$ cat config.mk
export PLATFORM = sky130hd
export DESIGN_NAME = relu_serializer
export DESIGN_NICKNAME = d
export VERILOG_FILES = /design/src/rtl/nn_pkg.sv /design/src/rtl/relu_requant.sv /design/src/rtl/relu_serializer.sv
export SDC_FILE = /design/constraint.sdc
export NUM_CORES = 1
export LEC_CHECK = 0
export BUFFER_PORTS_ARGS = -buffer_cell sky130_fd_sc_hd__buf_2
export CORE_MARGIN = 4
export CORE_UTILIZATION = 49
export CTS_BUF_LIST = sky130_fd_sc_hd__clkbuf_8
export CTS_CLUSTER_DIAMETER = 60
export CTS_CLUSTER_SIZE = 40
export DETAILED_ROUTE_END_ITERATION = 8
export PLACE_DENSITY = 0.91
export RECOVER_POWER = 25
export SLEW_MARGIN = 5
export SYNTH_ARGS = -nofsm -noshare
export SYNTH_HDL_FRONTEND = slang
export SYNTH_SLANG_ARGS = --single-unit
export TNS_END_PERCENT = 5
$ cat constraint.sdc
create_clock -name clk -period 1.4 [get_ports clk]
set_input_delay 0.07 -clock clk [delete_from_list [all_inputs] [get_ports clk]]
set_output_delay 0.07 -clock clk [all_outputs]
set_load 0.005 [all_outputs]
$ cat src/rtl/nn_pkg.sv
// Shared definitions for the NN datapath blocks: FSM state encodings and
// parameter helper functions.
package nn_pkg;

    // relu_serializer FSM states
    typedef enum logic {
        RS_IDLE = 1'b0,
        RS_SEND = 1'b1
    } rs_state_e;

    // ceil(log2(n)) clamped to at least 1, so single-entry indices stay legal
    function automatic int unsigned clog2_min1(input int unsigned n);
        int unsigned r;
        r = (n <= 1) ? 1 : int'($clog2(n));
        return r;
    endfunction

endpackage : nn_pkg

$ cat src/rtl/relu_requant.sv
// ReLU followed by a right-shift requantise on one element.
// Ports:
//   x  in   WIDTH  signed two's-complement accumulator element
//   y  out  WIDTH  unsigned result: 0 for negative x, else x >> SHIFT
module relu_requant #(
    parameter int unsigned WIDTH = 8,
    parameter int unsigned SHIFT = 0
) (
    input  logic [WIDTH-1:0] x,
    output logic [WIDTH-1:0] y
);

    // x is non-negative whenever it is shifted, so a logical shift is exact
    always_comb begin
        y = '0;
        if (!x[WIDTH-1]) begin
            y = x >> SHIFT;
        end
    end

endmodule : relu_requant

$ cat src/rtl/relu_serializer.sv
// Captures one SIZE-element vector from the MAC array, applies ReLU plus
// requantise, and streams the elements one per beat over valid/ready.
// Vectors offered while busy are dropped and flagged in a sticky bit.
// Ports:
//   clk        in   1           clock, posedge
//   reset      in   1           async active-low reset
//   in_valid   in   1           vector offered (MAC-array done pulse)
//   in_data    in   WIDTH*SIZE  element i at [WIDTH*i +: WIDTH]
//   in_ready   out  1           vector would be captured this cycle
//   out_valid  out  1           beat valid
//   out_ready  in   1           consumer accepts beat
//   out_data   out  WIDTH       processed element
//   out_index  out  IW          element number
//   out_last   out  1           beat carries element SIZE-1
//   dropped    out  1           sticky: vector offered while not ready
module relu_serializer
    import nn_pkg::*;
#(
    parameter int unsigned SIZE  = 6,
    parameter int unsigned WIDTH = 8,
    parameter int unsigned SHIFT = 0,
    localparam int unsigned IW   = clog2_min1(SIZE)
) (
    input  logic                  clk,
    input  logic                  reset,
    input  logic                  in_valid,
    input  logic [WIDTH*SIZE-1:0] in_data,
    output logic                  in_ready,
    output logic                  out_valid,
    input  logic                  out_ready,
    output logic [WIDTH-1:0]      out_data,
    output logic [IW-1:0]         out_index,
    output logic                  out_last,
    output logic                  dropped
);

    rs_state_e        state_q;
    logic [WIDTH-1:0] data_q [SIZE];
    logic [IW-1:0]    idx_q;
    logic             last_q;
    logic             dropped_q;

    logic [WIDTH-1:0] proc_c [SIZE];
    logic             fire_c;
    logic             capture_c;

    // Per-element ReLU/requantise on the incoming vector
    for (genvar i = 0; i < int'(SIZE); i++) begin : g_requant
        relu_requant #(
            .WIDTH (WIDTH),
            .SHIFT (SHIFT)
        ) u_relu_requant (
            .x (in_data[WIDTH*i +: WIDTH]),
            .y (proc_c[i])
        );
    end

    // last_q is only ever set in SEND, so (out_ready & last_q) is the
    // "last beat is leaving now" condition that allows a bubble-free capture.
    // Gated by reset so the port reads 0 while reset is held.
    always_comb begin
        in_ready  = reset & ((state_q == RS_IDLE) | (out_ready & last_q));
        fire_c    = (state_q == RS_SEND) & out_ready;
        capture_c = in_valid & in_ready;
    end

    // FSM, element buffer, index counter and sticky drop flag.
    // The buffer shifts down on each beat so element idx always sits in
    // data_q[0] and out_data comes straight from a flop.
    always_ff @(posedge clk or negedge reset) begin
        if (!reset) begin
            state_q   <= RS_IDLE;
            idx_q     <= '0;
            last_q    <= 1'b0;
            dropped_q <= 1'b0;
            for (int i = 0; i < int'(SIZE); i++) begin
                data_q[i] <= '0;
            end
        end else begin
            if (capture_c) begin
                state_q <= RS_SEND;
                data_q  <= proc_c;
                idx_q   <= '0;
                last_q  <= (SIZE == 1);
            end else if (fire_c && last_q) begin
                state_q <= RS_IDLE;
                idx_q   <= '0;
                last_q  <= 1'b0;
            end else if (fire_c) begin
                for (int i = 0; i < int'(SIZE) - 1; i++) begin
                    data_q[i] <= data_q[i+1];
                end
                idx_q  <= idx_q + IW'(1);
                last_q <= (idx_q == IW'(SIZE - 2));
            end

            if (in_valid && !in_ready) begin
                dropped_q <= 1'b1;
            end
        end
    end

    always_comb begin
        out_valid = (state_q == RS_SEND);
        out_data  = data_q[0];
        out_index = idx_q;
        out_last  = last_q;
        dropped   = dropped_q;
    end

endmodule : relu_serializer
# Word level (Yosys, flattened, before mapping)
# Index checks and enable logic that the tools add are counted.
# W data, S select, Z words.
[op_classes]
addsub = 1
n_eq_ne = 2
n_mux = 17
n_bitwise = 6
n_reduce_logical = 7
[op_table]
columns = ["cell", "count"]
rows = [
  ["$mux W40", 3],
  ["$mux W7", 6],
  ["$mux W3", 3],
  ["$mux W1", 5],
  ["$and A1 B1 Y1", 4],
  ["$reduce_bool A2 Y1", 2],
  ["$add A3 B1 Y3 const B", 1],
  ["$eq A3 B3 Y1 const B", 1],
  ["$reduce_bool A3 Y1", 1],
  ["$logic_and A1 B1 Y1", 2],
  ["$ne A2 B2 Y1 const B", 1],
  ["$reduce_and A2 Y1", 1],
  ["$logic_not A1 Y1", 1],
  ["$not A1 Y1", 1],
  ["$or A1 B1 Y1", 1],
]
[totals]
ff_bits = 54
inputBits = 52
out_inout_bits = 15
wordCells = 43

# Longest topological paths before layout
[logic_depth]
depth_word = 6
ltp_mapped = 5
depth_no_buf = 5

# By module
# Synthesis repeated with hierarchy kept, for this count alone.
[hier_totals]
cells_unflattened = 264
area_unflattened_um2 = 2857.7
[modules_own_cells]
columns = ["module", "instances", "cells_per_inst", "area_each_um2", "seq_area_each_um2"]
rows = [
  ["relu_serializer", 1, 210, 2527.4, 1351.3],
  ["relu_requant", 6, 9, 55.1, 0.0],
]

# Worst setup path after synthesis
# OpenSTA, ideal clock, no wires.
[synth_path]
path_type = "register to register"
from = "register last_q, in the netlist out_last"
to = "register data_q[37] in the netlist's numbering"
setup_time_ns = 0.126
t_arrival_ns = 1.344
required_time_ns = 1.274
path_slack_ns = -0.070
stages_incl_launch_ff = 4
path_buffers = 0
period_less_slack_ns = 1.470
cell_sequence = "dfrtp_1 -> a21boi_2 -> nor4_4 -> a221o_1"
[synth_between]
elab_chain_cells = 6
elab_cells_between_ends = 9
cone_classes = "eq/ne (1); mux (1); bitwise (4); reduce/logical (3)"
[synth_lines]
columns = ["item", "line_no", "source"]
rows = [
  ["from (decl)", "relu_serializer.sv:40", "logic last_q;"],
  ["from (signal assigned)", "relu_serializer.sv:84", "last_q <= (SIZE == 1);"],
  ["from (signal assigned)", "relu_serializer.sv:94", "last_q <= (idx_q == IW'(SIZE - 2));"],
  ["$and A1 B1 Y1", "relu_serializer.sv:62", "in_ready = reset & ((state_q == RS_IDLE) | (out_ready & last_q));"],
  ["$or A1 B1 Y1", "relu_serializer.sv:62", ""],
  ["$and A1 B1 Y1", "relu_serializer.sv:62", ""],
  ["$and A1 B1 Y1", "relu_serializer.sv:64", "capture_c = in_valid & in_ready;"],
  ["$ne A2 B2 Y1 (no source line) or $reduce_bool A2 Y1 (tied branches)", "--", ""],
  ["$reduce_and A2 Y1 (no source line)", "--", ""],
  ["to (signal assigned)", "relu_serializer.sv:82", "data_q <= proc_c;"],
  ["to (signal, indexed assignment)", "relu_serializer.sv:91", "data_q[i] <= data_q[i+1];"],
  ["to (decl)", "relu_serializer.sv:38", "logic [WIDTH-1:0] data_q [SIZE];"],
]
# Several ways; a longest one is shown, not always the timed one.
# A chain may end at the register's enable or synchronous reset.

# Worst setup path after layout
[layout_path]
from = "register last_q, in the netlist out_last"
to = "register data_q[28] in the netlist's numbering"
# The elaborated chain is that of the path after synthesis.

==> impl_results.html <==
<table>
<tr><th>Metric</th><th>Value</th></tr>
<tr><th colspan="2">Outcome</th></tr>
<tr><td>Status</td><td>finished, violations left</td></tr>
<tr><td>Failing checks</td><td>setup timing</td></tr>
<tr><th colspan="2">Placement</th></tr>
<tr><td>HPWL Detailed</td><td>3.867 mm</td></tr>
<tr><td>Post-DP Area</td><td>2803 um^2</td></tr>
<tr><td># port buffers</td><td>65</td></tr>
<tr><td>Pre-CTS WS</td><td>-0.2621 ns</td></tr>
<tr><td>RD Place Congestion</td><td>0.7533</td></tr>
<tr><th colspan="2">Worst setup path</th></tr>
<tr><td>Cell Chain, Critical Path</td><td>and3b_2 &gt; a31oi_4 &gt; buf_12 &gt; a221o_1</td></tr>
<tr><td>Slowest CP cell</td><td>sky130_fd_sc_hd__dfrtp_1</td></tr>
<tr><td>Startpoint of the worst register-to-register path</td><td>out_last</td></tr>
<tr><td>Crit path max fanout</td><td>14</td></tr>
<tr><td>Capture point of the worst reg-to-reg path</td><td>data_q[28]</td></tr>
<tr><td>Startpoint type of the worst setup path</td><td>flop</td></tr>
<tr><td>Arr. time, crit path</td><td>1.70 ns</td></tr>
<tr><td>FF-to-FF setup slack</td><td>-0.11 ns</td></tr>
<tr><td>Kind of end point of the critical path</td><td>flop</td></tr>
<tr><td>Longest individual stage delay on the worst path</td><td>0.41 ns</td></tr>
<tr><td>Depth of the worst register-to-register path</td><td>4</td></tr>
<tr><td>Worst Path Class, Setup</td><td>flop to flop</td></tr>
<tr><td>Worst endpoint required time</td><td>1.60 ns</td></tr>
<tr><th colspan="2">Drt</th></tr>
<tr><td>Overall routed net length</td><td>5.621 mm</td></tr>
<tr><td>Final ANT Viol Nets</td><td>0</td></tr>
<tr><td>Vias per cell</td><td>5.198</td></tr>
<tr><td>First DRT Iteration DRCs</td><td>63</td></tr>
<tr><td>Detailed-routing iteration count for the pre-antenna-repair pass</td><td>4</td></tr>
<tr><td>Wire per inst</td><td>16.15 um</td></tr>
<tr><td>Total number of vias</td><td>1,809</td></tr>
<tr><td>DRC</td><td>0</td></tr>
<tr><th colspan="2">Logic synthesis</th></tr>
<tr><td>Cell area after technology mapping</td><td>2384 um^2</td></tr>
<tr><td>Post-Synthesis Net Count</td><td>241</td></tr>
<tr><td>Post-synthesis sequential element count</td><td>48</td></tr>
<tr><td>Yosys Warn Count</td><td>0</td></tr>
<tr><td>Cell type with the largest total area after synthesis</td><td>sky130_fd_sc_hd__dfrtp_1</td></tr>
<tr><td>Fraction of post-synthesis cell area in the top cell type by area</td><td>50.39%</td></tr>
<tr><td>Largest cells by area after synthesis</td><td>sky130_fd_sc_hd__dfrtp_1 (50%), sky130_fd_sc_hd__a221o_1 (12%), sky130_fd_sc_hd__mux2i_1 (5.9%), sky130_fd_sc_hd__and2_0 (4.7%), sky130_fd_sc_hd__mux2_2 (3.3%)</td></tr>
<tr><td>Mean cell area of the mapped netlist</td><td>12.75 um^2</td></tr>
<tr><td>Cells after Synth</td><td>187</td></tr>
<tr><td>Portion of the post-synthesis area used by sequential elements</td><td>50.39%</td></tr>
<tr><td>Count of cell types in the netlist</td><td>33</td></tr>
<tr><th colspan="2">Layout</th></tr>
<tr><td>Utilization after layout</td><td>68.00%</td></tr>
<tr><td>Final instance area</td><td>3212 um^2</td></tr>
<tr><td>Layout-stage area growth over the synthesis result</td><td>34.75%</td></tr>
<tr><td>Highest-count cells in the layout ignoring fill and taps</td><td>sky130_fd_sc_hd__buf_2 (65), sky130_fd_sc_hd__dfrtp_1 (48), sky130_fd_sc_hd__a221o_1 (28), sky130_fd_sc_hd__dlygate4sd3_1 (18), sky130_fd_sc_hd__and2_0 (17)</td></tr>
<tr><td>Ratio of cells with drive above 1 in the final layout</td><td>42.70%</td></tr>
<tr><td>Fill cell total of the finished layout</td><td>334</td></tr>
<tr><td>Final net count</td><td>334</td></tr>
<tr><td>FF/Latch Area</td><td>1201 um^2</td></tr>
<tr><td>Most common library cell in the layout ignoring fill and taps</td><td>sky130_fd_sc_hd__buf_2</td></tr>
<tr><td>Total inserted antenna cells</td><td>0</td></tr>
<tr><td>Area occupied by multi-input gates</td><td>1095 um^2</td></tr>
<tr><th colspan="2">Global routing</th></tr>
<tr><td>First-pass GRT wire length</td><td>9.018 mm</td></tr>
<tr><td>GRT Total Usage</td><td>19.17%</td></tr>
<tr><td>Remaining global-route overflow</td><td>0</td></tr>
<tr><td>Number of global-route vias before repair</td><td>1,914</td></tr>
<tr><td>Pin count of the biggest net entering global routing</td><td>44</td></tr>
<tr><td>Number of antenna violations at the first check in global routing</td><td>0</td></tr>
<tr><th colspan="2">Flow run</th></tr>
<tr><td>Max-capacitance violation count</td><td>0</td></tr>
<tr><th colspan="2">Timing</th></tr>
<tr><td>Fin Setup TNS</td><td>-2.536 ns</td></tr>
<tr><td>Max Clock Freq</td><td>663.7 MHz</td></tr>
<tr><td>Number of hold violations in the final report</td><td>0</td></tr>
<tr><td>Crit path time final</td><td>1.507 ns</td></tr>
<tr><td>Setup-violating endpoint count in the final report</td><td>42</td></tr>
<tr><td>Worst hold-check slack</td><td>0.004175 ns</td></tr>
<tr><td>Actual transition at the worst max-transition pin</td><td>0.6361 ns</td></tr>
<tr><td>Post-Route Skew</td><td>0.005971 ns</td></tr>
<tr><td>RSZ-0062 raised after global routing</td><td>yes</td></tr>
<tr><td>Final clock period utilization by the worst path</td><td>107.6%</td></tr>
<tr><td>Slack of the critical path</td><td>-0.1066 ns</td></tr>
<tr><td>Max-slew violation count</td><td>0</td></tr>
<tr><td>Slew HR</td><td>57.24%</td></tr>
<tr><th colspan="2">CTS</th></tr>
<tr><td>Clock-pin slew of the registers on the worst-case setup and hold paths</td><td>0.09 ns</td></tr>
<tr><td>Deepest level of the CTS H-tree</td><td>2</td></tr>
<tr><td>TritonCTS Sinks</td><td>48</td></tr>
<tr><td>Total clock buffers created by CTS</td><td>5</td></tr>
<tr><td>Clock root buffer</td><td>sky130_fd_sc_hd__clkbuf_8</td></tr>
<tr><td>Number of buffers between clock root and the deepest sink</td><td>2</td></tr>
<tr><td>TritonCTS clock tree</td><td>done</td></tr>
<tr><td>Clock insertion delay at the later pin of the skew report</td><td>0.31 ns</td></tr>
<tr><th colspan="2">Die</th></tr>
<tr><td>DIE AREA</td><td>6044 um^2</td></tr>
<tr><td>IO Count</td><td>67</td></tr>
<tr><td>Die Width</td><td>77.75 um</td></tr>
<tr><td>Initial standard-cell utilization of the core</td><td>50.46%</td></tr>
<tr><td>Standard-cell row count</td><td>25</td></tr>
<tr><td>Core Box Area</td><td>4723 um^2</td></tr>
<tr><td>Floorplan die height</td><td>77.75 um</td></tr>
<tr><th colspan="2">Min path</th></tr>
<tr><td>Hold Path Class</td><td>input pin to flop</td></tr>
<tr><td>WHS Path Cells</td><td>2</td></tr>
<tr><td>Worst Hold Endpoint</td><td>data_q[17]</td></tr>
<tr><td>Startpoint of the most critical hold path</td><td>in_data[25]</td></tr>
<tr><th colspan="2">Power and ir drop</th></tr>
<tr><td>Leak pwr</td><td>1.567 nW</td></tr>
<tr><td>Worst VDD drop</td><td>0.0008480 V</td></tr>
<tr><td>Areal power density over the cells</td><td>1728 nW/um^2</td></tr>
</table>
==> per-stage QoR <==
stage               std cells  power (mW)
CTS                       345       5.357
floorplan                 187       3.675
global placement          318       4.062
detailed placement        318       4.208
global route              348       5.909
finish                    348       5.550
==> worst max-delay path by stage <==
| stage | cells after the start | slack (ns) | startpoint | to |
|---|---|---|---|---|
| 2_1_floorplan | 5 | -0.07 | out_last | data_q[34] |
| 3_3_place_gp | 3 | -0.16 | out_valid | out_data[6] |
| 4_1_cts | 5 | -0.08 | out_valid | data_q[0] |
| 6_report | 4 | -0.11 | out_last | data_q[28] |
| 3_5_place_dp | 3 | -0.26 | out_valid | data_q[25] |
| 5_1_grt | 4 | -0.14 | out_last | data_q[25] |
==> area by class of cell <==
class,instances,area share (%)
timing repair buffer,99,21.85
clock inverter,3,1.325
tap,67,2.610
inverter,5,0.5843
clock buffer,5,2.143
multi-input combinational,121,34.09
sequential,48,37.40
==> what timing repair did <==
action | in CTS | in global routing
hold buffers | 17 | 1
cloned | 1 | 0
endpoints found under the hold margin | 21 | 1
buffers inserted | 1 | 2
resized for setup | 8 | 10
setup endpoints to repair | 30 | 47
pin swaps | 7 | 15
==> state kept, by name (all words and copies together), names as in the netlist <==
signal and cells:
out_last 1, data_q 35, out_data 7, dropped 1
out_index 3, out_valid 1
==> metal layers <==
layer | routed length (um) | global-route usage, % | vias up
met5 | 0 | 0 | -
met4 | 100 | 7.295 | 0
met3 | 416 | 5.800 | 9
met2 | 2803 | 31.68 | 68
met1 | 2301 | 23.47 | 861
li1 | - | - | 871
==> worst max-delay path: cells and delay by family (launching register included) <==
kind / cells / cell delay [ns]
DFF: 1 / 0.41
and+or+nand+nor: 1 / 0.40
buffers and inverters: 1 / 0.17
AOI/OAI and AO/OA: 2 / 0.42
==> power by group <==
part / internal, mW / switching (mW)
clock network: 0.529 / 0.478
logic: 1.28 / 0.974
registers: 1.96 / 0.333
==> cell families (layout without fill, tap and decap cells) <==
| logic type | after synthesis | count (layout) | synth area share, % |
|---|---|---|---|
| adder cells (fa/ha/maj) | 2 | 2 | 1.050 |
| other | 1 | 1 | 0.1573 |
| XOR/XNOR | 1 | 1 | 0.3675 |
| AND/OR/NAND/NOR | 59 | 59 | 17.95 |
| multiplexers | 21 | 21 | 9.186 |
| buffers and inverters | 19 | 112 | 5.827 |
| flip-flops | 48 | 48 | 50.39 |
| AO/OA/AOI/OAI | 36 | 37 | 15.07 |
==> synthesized netlist by cell type <==
master	number
sky130_fd_sc_hd__nand3b_1	1
sky130_fd_sc_hd__and2_1	2
sky130_fd_sc_hd__ha_1	2
sky130_fd_sc_hd__nor4_4	3
sky130_fd_sc_hd__and2_2	7
sky130_fd_sc_hd__conb_1	1
sky130_fd_sc_hd__nand2_1	7
sky130_fd_sc_hd__nand3_2	1
sky130_fd_sc_hd__nand2b_1	7
sky130_fd_sc_hd__a21oi_1	2
sky130_fd_sc_hd__nor3_4	1
sky130_fd_sc_hd__buf_4	10
sky130_fd_sc_hd__nor2_1	1
sky130_fd_sc_hd__nor4_2	1
sky130_fd_sc_hd__dfrtp_1	48
sky130_fd_sc_hd__and2_0	18
sky130_fd_sc_hd__a221o_1	28
sky130_fd_sc_hd__buf_6	4
sky130_fd_sc_hd__nor3_1	1
sky130_fd_sc_hd__a21bo_2	1
sky130_fd_sc_hd__and3b_2	1
sky130_fd_sc_hd__a32o_1	1
sky130_fd_sc_hd__or3_2	1
sky130_fd_sc_hd__mux2_2	7
sky130_fd_sc_hd__mux2i_1	14
sky130_fd_sc_hd__o32ai_1	1
sky130_fd_sc_hd__inv_1	3
sky130_fd_sc_hd__o21bai_1	1
sky130_fd_sc_hd__a21boi_2	1
sky130_fd_sc_hd__nor2b_1	7
sky130_fd_sc_hd__a31oi_4	1
sky130_fd_sc_hd__inv_2	2
sky130_fd_sc_hd__xor2_1	1
Note: power is estimated with default switching activity, not from simulation.
